==> src/rtl/ibex_defines.sv <==
// Shared CSR definitions used by the Ibex performance-counter block.
package ibex_defines;

  typedef enum logic [1:0] {
    CSR_OP_READ  = 2'b00,
    CSR_OP_WRITE = 2'b01,
    CSR_OP_SET   = 2'b10,
    CSR_OP_CLEAR = 2'b11
  } csr_op_e;

  // mcountinhibit occupies offset 0 of the mhpmevent group (0x320..0x33F)
  localparam logic [11:0] CSR_OFF_MHPMEVENT      = 12'h320;
  localparam logic [11:0] CSR_MCOUNTINHIBIT_MASK = 12'hFE0;
  localparam logic [11:0] CSR_OFF_MCOUNTER       = 12'hB00;
  localparam logic [11:0] CSR_OFF_MCOUNTERH      = 12'hB80;
  localparam logic [11:0] CSR_MCOUNTER_MASK      = 12'hFE0;

  // Read-modify-write result of a CSR operation on a 32-bit view
  function automatic logic [31:0] csr_rmw(input csr_op_e    op,
                                          input logic [31:0] old_val,
                                          input logic [31:0] operand);
    logic [31:0] res;
    case (op)
      CSR_OP_WRITE: res = operand;
      CSR_OP_SET:   res = old_val | operand;
      CSR_OP_CLEAR: res = old_val & ~operand;
      default:      res = old_val;
    endcase
    return res;
  endfunction

endpackage

==> src/rtl/ibex_counter.sv <==
// One performance counter: increment, 32-bit low/high writes, wrap and overflow pulse.
module ibex_counter #(
  parameter int unsigned CounterWidth = 64
) (
  input  logic        clk_i,
  input  logic        rst_i,
  input  logic        incr_i,
  input  logic        we_lo_i,
  input  logic        we_hi_i,
  input  logic [31:0] wdata_i,
  output logic [63:0] val_o,
  output logic        ovf_o
);

  logic [CounterWidth-1:0] r_cnt;
  logic                    r_ovf;
  logic [CounterWidth-1:0] w_wr_val;

  // Merge the written half into the current value; bits beyond the width simply do not exist
  always_comb begin
    w_wr_val = r_cnt;
    if (we_lo_i) w_wr_val[31:0] = wdata_i;
    for (int b = 32; b < CounterWidth; b++) begin
      if (we_hi_i) w_wr_val[b] = wdata_i[b-32];
    end
  end

  // A write wins over the increment; the overflow pulse lasts exactly one cycle
  always_ff @(posedge clk_i or posedge rst_i) begin
    if (rst_i) begin
      r_cnt <= '0;
      r_ovf <= 1'b0;
    end else begin
      r_ovf <= 1'b0;
      if (we_lo_i || we_hi_i) begin
        r_cnt <= w_wr_val;
      end else if (incr_i) begin
        r_cnt <= r_cnt + 1'b1;
        r_ovf <= &r_cnt;
      end
    end
  end

  assign val_o = 64'(r_cnt);
  assign ovf_o = r_ovf;

endmodule

==> src/rtl/ibex_hpm_counters.sv <==
// Machine counters (mcycle, minstret, mhpmcounter3..) with mcountinhibit and mhpmevent CSRs.
module ibex_hpm_counters
  import ibex_defines::*;
#(
  parameter int unsigned MHPMCounterNum   = 8,
  parameter int unsigned MHPMCounterWidth = 40,
  parameter int unsigned NumEvents        = 16
) (
  input  logic                      clk_i,
  input  logic                      rst_i,
  input  logic                      csr_access_i,
  input  csr_op_e                   csr_op_i,
  input  logic [11:0]               csr_addr_i,
  input  logic [31:0]               csr_wdata_i,
  output logic [31:0]               csr_rdata_o,
  output logic                      csr_illegal_o,
  input  logic [NumEvents-1:0]      event_i,
  input  logic                      instr_ret_i,
  input  logic                      debug_mode_i,
  output logic [MHPMCounterNum+2:0] ovf_o
);

  localparam int unsigned       NumCnt      = MHPMCounterNum + 3;
  localparam int unsigned       NumEvReg    = (MHPMCounterNum > 0) ? MHPMCounterNum : 1;
  localparam logic [NumCnt-1:0] InhibitMask = ~(NumCnt'(2));

  logic                 w_grp_evt, w_grp_lo, w_grp_hi, w_hit, w_idx_ok, w_wr;
  logic [4:0]           w_idx;
  logic [31:0]          w_rdata, w_new;
  logic [31:0]          w_rd_evt [32];
  logic [31:0]          w_rd_lo  [32];
  logic [31:0]          w_rd_hi  [32];
  logic [63:0]          w_cnt_val [NumCnt];
  logic [NumCnt-1:0]    w_incr, w_we_lo, w_we_hi;
  logic [NumCnt-1:0]    r_inhibit;
  logic [NumEvents-1:0] r_mhpmevent [NumEvReg];
  logic                 w_unused;

  // Address decode and read mux; unimplemented targets read as zero
  always_comb begin
    w_grp_evt = (csr_addr_i & CSR_MCOUNTINHIBIT_MASK) == CSR_OFF_MHPMEVENT;
    w_grp_lo  = (csr_addr_i & CSR_MCOUNTER_MASK) == CSR_OFF_MCOUNTER;
    w_grp_hi  = (csr_addr_i & CSR_MCOUNTER_MASK) == CSR_OFF_MCOUNTERH;
    w_hit     = w_grp_evt || w_grp_lo || w_grp_hi;
    w_idx     = csr_addr_i[4:0];
    // index 1 is the time CSR, and there is no mhpmevent2
    w_idx_ok  = (w_idx != 5'd1) && (32'(w_idx) < NumCnt) && !(w_grp_evt && (w_idx == 5'd2));
    for (int i = 0; i < 32; i++) begin
      w_rd_evt[i] = '0;
      w_rd_lo[i]  = '0;
      w_rd_hi[i]  = '0;
    end
    w_rd_evt[0] = 32'(r_inhibit);
    for (int k = 0; k < MHPMCounterNum; k++) w_rd_evt[k+3] = 32'(r_mhpmevent[k]);
    for (int i = 0; i < NumCnt; i++) begin
      w_rd_lo[i] = w_cnt_val[i][31:0];
      w_rd_hi[i] = w_cnt_val[i][63:32];
    end
    w_rdata = '0;
    if (w_idx_ok) begin
      if (w_grp_evt)     w_rdata = w_rd_evt[w_idx];
      else if (w_grp_lo) w_rdata = w_rd_lo[w_idx];
      else if (w_grp_hi) w_rdata = w_rd_hi[w_idx];
    end
  end

  assign csr_rdata_o   = w_rdata;
  assign csr_illegal_o = csr_access_i && w_hit && !w_idx_ok;
  assign w_wr          = csr_access_i && w_hit && w_idx_ok && (csr_op_i != CSR_OP_READ);
  assign w_new         = csr_rmw(csr_op_i, w_rdata, csr_wdata_i);

  // Configuration registers; new values govern counting from the following edge
  always_ff @(posedge clk_i or posedge rst_i) begin
    if (rst_i) begin
      r_inhibit <= '0;
      for (int k = 0; k < NumEvReg; k++) r_mhpmevent[k] <= '0;
    end else if (w_wr && w_grp_evt) begin
      if (w_idx == 5'd0) r_inhibit <= w_new[NumCnt-1:0] & InhibitMask;
      for (int k = 0; k < MHPMCounterNum; k++) begin
        if (int'(w_idx) == k + 3) r_mhpmevent[k] <= w_new[NumEvents-1:0];
      end
    end
  end

  // Per-counter increment qualifiers and half-word write strobes
  always_comb begin
    w_incr  = '0;
    w_we_lo = '0;
    w_we_hi = '0;
    w_incr[0] = !r_inhibit[0] && !debug_mode_i;
    w_incr[2] = instr_ret_i && !r_inhibit[2] && !debug_mode_i;
    for (int k = 0; k < MHPMCounterNum; k++) begin
      w_incr[k+3] = (|(event_i & r_mhpmevent[k])) && !r_inhibit[k+3] && !debug_mode_i;
    end
    for (int i = 0; i < NumCnt; i++) begin
      w_we_lo[i] = w_wr && w_grp_lo && (int'(w_idx) == i);
      w_we_hi[i] = w_wr && w_grp_hi && (int'(w_idx) == i);
    end
  end

  for (genvar i = 0; i < NumCnt; i++) begin : g_cnt
    if (i == 1) begin : g_time
      assign w_cnt_val[i] = '0;
      assign ovf_o[i]     = 1'b0;
    end else begin : g_ctr
      localparam int unsigned Width = (i < 3) ? 64 : MHPMCounterWidth;
      ibex_counter #(
        .CounterWidth (Width)
      ) u_counter (
        .clk_i   (clk_i),
        .rst_i   (rst_i),
        .incr_i  (w_incr[i]),
        .we_lo_i (w_we_lo[i]),
        .we_hi_i (w_we_hi[i]),
        .wdata_i (w_new),
        .val_o   (w_cnt_val[i]),
        .ovf_o   (ovf_o[i])
      );
    end
  end

  assign w_unused = ^{w_incr[1], w_we_lo[1], w_we_hi[1]};

endmodule

==> config.mk <==
export PLATFORM = sky130hd
export DESIGN_NAME = ibex_hpm_counters
export DESIGN_NICKNAME = d
export VERILOG_FILES = /design/src/rtl/ibex_defines.sv /design/src/rtl/ibex_counter.sv /design/src/rtl/ibex_hpm_counters.sv
export SDC_FILE = /design/constraint.sdc
export NUM_CORES = 2
export LEC_CHECK = 0
export CAP_MARGIN = 10
export CORE_UTILIZATION = 25
export DETAILED_ROUTE_END_ITERATION = 12
export GPL_TIMING_DRIVEN = 0
export SLEW_MARGIN = 20
export SYNTH_ARGS = -nofsm -noshare
export SYNTH_HDL_FRONTEND = slang
export SYNTH_HIERARCHICAL = 1
export SYNTH_SLANG_ARGS = --single-unit
==> constraint.sdc <==
create_clock -name clk_i -period 4.2 [get_ports clk_i]
set_input_delay 0.42 -clock clk_i [delete_from_list [all_inputs] [get_ports clk_i]]
set_output_delay 0.42 -clock clk_i [all_outputs]
set_load 0.01 [all_outputs]
# ---- Yosys cells after proc, flatten, opt, wreduce, memory -nomap -nowiden
# Index checks and enable logic that the tools add are counted.
dict set report word_totals {
  reg_bits 596
  inputBits 67
  word_cells 426
  out_inout_bits 44
}
dict set report op_classes {
  mux 192
  n_eq_ne 37
  addsub 10
  n_reduce_logical 134
  order_cmp 2
  bitwise 12
}
# operator n
set ops {}
lappend ops {{$mux 32} 20}
lappend ops {{$mux 40} 16}
lappend ops {{$bmux 32 s5} 3}
lappend ops {{$add 40x1->40 const B} 8}
lappend ops {{$reduce_and 40->1} 8}
lappend ops {{$mux 64} 4}
lappend ops {{$mux 1} 148}
lappend ops {{$add 64x1->64 const B} 2}
lappend ops {{$and 16x16->16} 8}
lappend ops {{$reduce_and 64->1} 2}
lappend ops {{$reduce_or 16->1} 8}
lappend ops {{$pmux 32 s3} 1}
lappend ops {{$reduce_and 2->1} 29}
lappend ops {{$logic_and 1x1->1} 49}
lappend ops {{$ne 2x1->1 const B} 20}
lappend ops {{$and 32x32->32} 1}
lappend ops {{$not 32->32} 1}
lappend ops {{$or 32x32->32} 1}
lappend ops {{$reduce_bool 2->1} 11}
lappend ops {{$eq 5x4->1 const B} 4}
lappend ops {{$eq 5x5->1 const B} 3}
lappend ops {{$eq 7x7->1 const B} 2}
lappend ops {{$logic_not 1->1} 13}
lappend ops {{$logic_or 1x1->1} 12}
lappend ops {{other kinds (10)} 13}

# ---- Depth between registers and ports, before layout
dict set report logic_depth {
  depth_word 12
  depth_mapped 15
  ltp_nobuf 11
}

# ---- Hierarchy
# The synthesis kept the hierarchy.
# module cells_per_inst area_per_inst_um2 n_inst
set modules_own_cells {}
lappend modules_own_cells {{ibex_counter (g_cnt[10].g_ctr.u_counter ...)} 298 2593.7 8}
lappend modules_own_cells {ibex_hpm_counters 1682 15167.0 1}
lappend modules_own_cells {{ibex_counter (g_cnt[0].g_ctr.u_counter ...)} 522 4249.1 2}

# ---- Worst setup path after synthesis
# Ideal clock, no wire load.
dict set report synth_path {
  path_type {input to register}
  start {in csr_addr_i[0]}
  end {reg g_cnt[3].g_ctr.u_counter.r_cnt[16]}
  stages 14
  n_path_buf 3
  t_arrival_ps 3211
  slack_ps 856
  required_ps 4067
  cell_sequence {buf_2 nor2b_1 buf_4 a221oi_4 nand2_1 nor3_1 nand3_1 nor3_1 nor2b_1 clkbuf_1 and4_1 nand4_1 xor2_1 o21ai_0}
}
dict set report synth_via {
  word_cells_on_any_way 37
  classes_between {order compare (1); eq/ne (4); mux (16); bitwise (3); reduce/logical (13)}
}
# item line
set synth_rtl {}
lappend synth_rtl {{start, declared} ibex_hpm_counters.sv:13} ;# input logic [11:0] csr_addr_i,
lappend synth_rtl {{parallel branches: the longest is 7 deep, another holds $lt 5x4->1} -}
lappend synth_rtl {{$logic_and 1x1->1 (*)} ibex_hpm_counters.sv:97} ;# w_we_hi[i] = w_wr && w_grp_hi && (int'(w_idx) == i);
lappend synth_rtl {{via w_we_hi[3]} ibex_hpm_counters.sv:34} ;# logic [NumCnt-1:0] w_incr, w_we_lo, w_we_hi;
lappend synth_rtl {{$logic_or 1x1->1 (*)} ibex_counter.sv:35} ;# if (we_lo_i || we_hi_i) begin
lappend synth_rtl {{$ne 2x1->1 (no line) / $reduce_bool 2->1 (equally long branches)} -}
lappend synth_rtl {{$reduce_and 2->1 (no line)} -}
lappend synth_rtl {{end signal, assigned} ibex_counter.sv:36} ;# r_cnt <= w_wr_val;
lappend synth_rtl {{end signal, assigned} ibex_counter.sv:38} ;# r_cnt <= r_cnt + 1'b1;
lappend synth_rtl {{end, declared} ibex_counter.sv:15} ;# logic [CounterWidth-1:0] r_cnt;
# Mark *: on every way through the listed nets, which the timed path passes. The select of a mux whose other input is x is not followed.
# A chain may end at the register's enable or synchronous reset.

# ---- Worst setup path after layout
dict set report layout_path {
  start {in csr_op_i[1]}
  end {reg g_cnt[2].g_ctr.u_counter.r_cnt[44]}
}
dict set report layout_via {
  word_cells_on_any_way 16
  classes_between {eq/ne (4); mux (3); reduce/logical (9)}
}
# item line
set layout_rtl {}
lappend layout_rtl {{start, declared} ibex_hpm_counters.sv:12} ;# input csr_op_e csr_op_i,
lappend layout_rtl {{$eq 2x2->1 / $eq 2x1->1 (equally long branches)} ibex_defines.sv:23} ;# case (op)
lappend layout_rtl {{$pmux 32 s3 (*)} ibex_defines.sv:23}
lappend layout_rtl {{via w_new[12]} ibex_hpm_counters.sv:29} ;# logic [31:0] w_rdata, w_new;
lappend layout_rtl {{$mux 1 (*)} ibex_counter.sv:24} ;# if (we_hi_i) w_wr_val[b] = wdata_i[b-32];
lappend layout_rtl {{$mux 64 (*)} ibex_counter.sv:35}
lappend layout_rtl {{end signal, assigned} ibex_counter.sv:36}
lappend layout_rtl {{end signal, assigned} ibex_counter.sv:38}
lappend layout_rtl {{end, declared} ibex_counter.sv:15}
# The timed path passes the listed nets; every way through them passes the cells marked *. The select of a mux whose other input is x is not followed.

==> results by stage <==
Global routing:
- Global routing consumed, over all layers together, 26.8% of the routing resources.
- The first global-routing pass estimated roughly 340000 um of wire.
- The via count of the first global-routing pass is about 43000.
- Entering global routing, the biggest net connects 104 pins.
- The total overflow reported by the global router is 0.
- The initial antenna violation count is 14.

Flow run:
- The number of maximum-capacitance constraint violations is 0.

Timing:
- The worst-case headroom to the max-slew limit is ~16%.
- The timing-limited maximum frequency is 230 MHz.
- The number of max-slew violations in the final report is 0.
- The final critical delay including setup and external delays is 4.35 ns.
- The minimum hold slack is 0.0914 ns.
- The worst-margin pin slew is 1.27 ns.
- The number of hold-slack violations in the final timing report is 0.
- Setup repair after global routing could not meet its margin everywhere.
- The clock skew is 0.0288 ns.
- After layout, the worst path uses 104% of the clock period.
- The setup violation total in the final timing report is 26.
- The minimum setup slack in the final design is -0.149 ns.

Yosys:
- After synthesis the netlist holds a flip-flop and latch count of 596.
- The mapped netlist covers 44400 sq um.
- The synthesized design contains 0 enable-type register cells.
- Synthesis handed over a netlist of 5110 instances.
- Yosys printed 6 warnings.
- A synthesized cell averages 8.69 sq um.
- The number of distinct standard cells referenced by the synthesized netlist is 104.
- The portion of the post-synthesis area used by sequential elements is 33.6%.
- For this run, asynchronously set or reset flops after synthesis account for 100%.
- The most used flip-flop cell after synthesis is sky130_fd_sc_hd__dfrtp_1.

CTS:
- TritonCTS built the clock tree.
- The clock reaches the later pin of the worst-skew pair after 0.69 ns.
- The total number of clock tree sinks is 596.
- CTS placed an instance of sky130_fd_sc_hd__clkbuf_16 at the clock tree root.
- TritonCTS created 77 clock buffers.
- The clock transition at the registers of the reported paths is roughly 0.060 ns.
- The depth of the CTS H-tree is 3.
- The maximum clock insertion buffer count is 3.

Critical path:
- Of all nets on the critical path, the largest fanout is 13.
- The classification of the worst setup path is primary input to flop.
- The most critical setup path has its startpoint at csr_op_i[1].
- STA classifies the critical path startpoint as a primary input.
- STA puts the critical path data required time at around 4.8 ns.
- The worst path arrival time is 4.90 ns.
- The kind of end point of the critical path is a flop.
- Counting cells, the worst reg-to-reg path comes to 9.
- The timing endpoint of the critical path is g_cnt[2].g_ctr.u_counter/val_o[44].
- The endpoint identified for the worst register-to-register timing path is g_cnt[0].g_ctr.u_counter/val_o[3].
- The setup slack on the worst flop-to-flop path is 0.18 ns.
- In this run the critical register-to-register path is launched from g_cnt[10].g_ctr.u_counter/r_cnt[3].

Floorplan:
- Once the floorplan was initialized, standard cells occupied 25.2% of the core.
- The die is approximately 420 um wide.
- The die covers 179000 sq um.
- After floorplanning, the core was divided into 154 placement rows.
- The overall die height is approximately 420 um.
- roughly 110 I/O pins were placed.
- The area of the core region is 176000 sq um.

Pwr:
- The maximum ir drop on the vdd rail is 0.276 mV.
- Dividing total power by cell area gives a power density of ~290 nW/um^2.
- For this design the static power due to leakage is 0.0203 uW.

Hold path:
- In this run the worst hold path is classified as primary input to asynchronous set/reset pin.

Drt:
- Dividing the detail-routed wire length by the instance count gives roughly 32 um.
- The total wirelength of the detailed-routed design is ~250000 um.
- The amount of wire on met2 after detailed routing is 106000 um.
- The initial DRC count is 7489.
- Summing over every cut layer, the via total after detailed routing is between 40000 and 50000.
- After detailed routing, the number of vias per cell comes to 5.96.
- The highest layer touched by signal routing is met5.
- The residual antenna-violating net count after detailed routing is 0.
- Summed over all nets, wire length on met3 after detailed routing comes to 26900 um.
- The detailed-routing wirelength on met1 is 95300 um.
- The number of iterations in the first detailed-routing pass is 12.
- The total DRC errors in the routed layout is 10.

Finish:
- Relative to the synthesized area, the layout overhead comes to 19.0%.
- The top cell types in the final layout, fill and taps aside, are 596 x sky130_fd_sc_hd__dfrtp_1, 559 x sky130_fd_sc_hd__nand2_1, 374 x sky130_fd_sc_hd__nor2_1.
- Summing all non-filler instances in the final layout gives an area of about 53000 sq um.
- After the last flow step, the layout net total stands at 5574.
- The register area is 14900 sq um.
- Leaving out fill and tap cells, the most frequent cell in the layout is sky130_fd_sc_hd__dfrtp_1.
- The area used by multi-input combinational logic is ~27000 sq um.
- Counting the fill cells in the layout gives 18500.
- The share of layout cells above drive strength 1 is 18.1%.

Placement:
- At the end of routability-driven placement, the weighted congestion stood at around 1.1.
- The total half-perimeter wirelength after legalization and detailed placement is 187000 um.
- Port buffering added 87 buffers.
- The post-placement cell area is 49700 sq um.

Status:
- The flow ran to the end, but the final reports show violations.
- The final reports fail on DRC, setup timing.
==> sequential cells by signal (all words and copies together), names as in the netlist <==
name / count
r_inhibit: 10
g_cnt.g_ctr.u_counter/val_o: 128
g_cnt.g_ctr.u_counter/ovf_o: 10
g_cnt.g_ctr.u_counter/r_cnt: 320
r_mhpmevent: 128
==> per-layer routing <==
| metal | global-route usage (%) | vias up |
|---|---|---|
| met5 | 0 | - |
| met4 | 19.0 | 6 |
| met3 | 6.15 | 757 |
| met2 | 39.9 | 3283 |
| met1 | 33.9 | 23300 |
| li1 | - | 19700 |
==> stage by stage <==
step | cells | utilization, % | setup WS [ns] | total power, uW | TNS [ns]
final | 7900 | 30.0 | -0.149 | 15200 | -1.46
after detailed placement | 7749 | 28.2 | -1.86 | 8290 | -610.57
after global placement | 7721 | 27.7 | -4.11 | 8190 | -1491.54
after CTS | 7886 | 29.8 | -0.0857 | 15100 | -0.195
after global routing | 7894 | 30.0 | -0.0189 | 15500 | -0.0371
after floorplan | 5294 | - | 0.0838 | 7200 | 0
==> worst max-delay path: stages <==
cell                              delay (ns)
sky130_fd_sc_hd__clkdlybuf4s50_1        0.50
sky130_fd_sc_hd__inv_1                  0.27
sky130_fd_sc_hd__clkbuf_1               0.63
sky130_fd_sc_hd__clkdlybuf4s15_1        0.99
sky130_fd_sc_hd__nor2_1                 0.16
sky130_fd_sc_hd__o21ai_2                0.54
sky130_fd_sc_hd__nand2_2                0.77
sky130_fd_sc_hd__a221o_1                0.58
==> kinds of logic after synthesis <==
logic type,synth area share (%)
xor+xnor,5.25
simple gates,24.4
flops,33.6
mux,9.29
compound gates,19.6
buf+inv,7.54
other cells,0.0761
fa+ha+maj,0.282
==> area by class of cell <==
class / instances / area share, %
tap: 2340 / 5.54
sequential: 596 / 28.2
timing repair buffer: 127 / 2.87
buffer: 542 / 6.18
antenna: 8 / 0.0379
multi-input combinational: 4078 / 51.8
inverter: 75 / 0.556
clock inverter: 16 / 0.260
clock buffer: 118 / 4.51
==> cell usage after synthesis (19+ instances only) <==
cell type	number	area (sq um)
sky130_fd_sc_hd__dfrtp_1	596	14900
sky130_fd_sc_hd__nand2_1	579	2170
sky130_fd_sc_hd__nor2_1	388	1460
sky130_fd_sc_hd__o21ai_0	319	1600
sky130_fd_sc_hd__buf_4	216	1620
sky130_fd_sc_hd__nor3_1	196	981
sky130_fd_sc_hd__clkbuf_1	193	724
sky130_fd_sc_hd__nand3_1	187	936
sky130_fd_sc_hd__nand4_1	167	1040
sky130_fd_sc_hd__a21oi_1	161	806
sky130_fd_sc_hd__xnor2_1	156	1370
sky130_fd_sc_hd__mux2_2	126	1420
sky130_fd_sc_hd__a31oi_1	125	782
sky130_fd_sc_hd__buf_2	117	586
sky130_fd_sc_hd__a221oi_1	114	998
sky130_fd_sc_hd__nor4_1	110	688
sky130_fd_sc_hd__xor2_1	110	963
sky130_fd_sc_hd__a211oi_1	101	758
sky130_fd_sc_hd__mux4_2	93	2090
sky130_fd_sc_hd__and2_1	82	513
sky130_fd_sc_hd__and3_1	72	450
sky130_fd_sc_hd__inv_1	70	263
sky130_fd_sc_hd__and4_1	68	596
sky130_fd_sc_hd__mux2i_1	61	611
sky130_fd_sc_hd__a22oi_1	42	315
sky130_fd_sc_hd__o31ai_1	40	300
sky130_fd_sc_hd__a221o_1	39	390
sky130_fd_sc_hd__nor2b_1	33	206
sky130_fd_sc_hd__nand2b_1	31	194
sky130_fd_sc_hd__a22o_1	28	245
sky130_fd_sc_hd__o211ai_1	26	195
sky130_fd_sc_hd__or3_1	26	163
sky130_fd_sc_hd__nor3b_1	21	158
sky130_fd_sc_hd__o2111ai_1	20	175
sky130_fd_sc_hd__a211o_1	19	166
==> worst min-delay path by stage <==
stage	startpoint	end	slack, ns	cells after the start
after global routing	rst_i	g_cnt[2].g_ctr.u_counter/val_o[63]	0.11	2
after CTS	rst_i	g_cnt[2].g_ctr.u_counter/val_o[63]	0.1	2
final	rst_i	g_cnt[2].g_ctr.u_counter/ovf_o	0.09	2
after floorplan	r_mhpmevent[70]	r_mhpmevent[70]	0.47	2
after global placement	r_mhpmevent[54]	r_mhpmevent[54]	0.50	2
after detailed placement	r_mhpmevent[54]	r_mhpmevent[54]	0.50	2
==> report_power, final <==
part	internal, uW	total (uW)	switching (uW)	leakage, uW
registers	5840	6070	226	0.00819
logic	688	2320	1630	0.0109
clock network	3950	6840	2890	0.00125
total	10500	15200	4750	0.0203
==> what timing repair did <==
| action | 4_1_cts | 5_1_grt |
|---|---|---|
| setup endpoints to repair | 490 | 166 |
| setup buffers | 5 | 7 |
| pin swaps | 4 | 4 |
| gates resized for setup | 122 | 64 |
| hold buffers | 0 | 0 |
(Power assumes the default switching activity.)
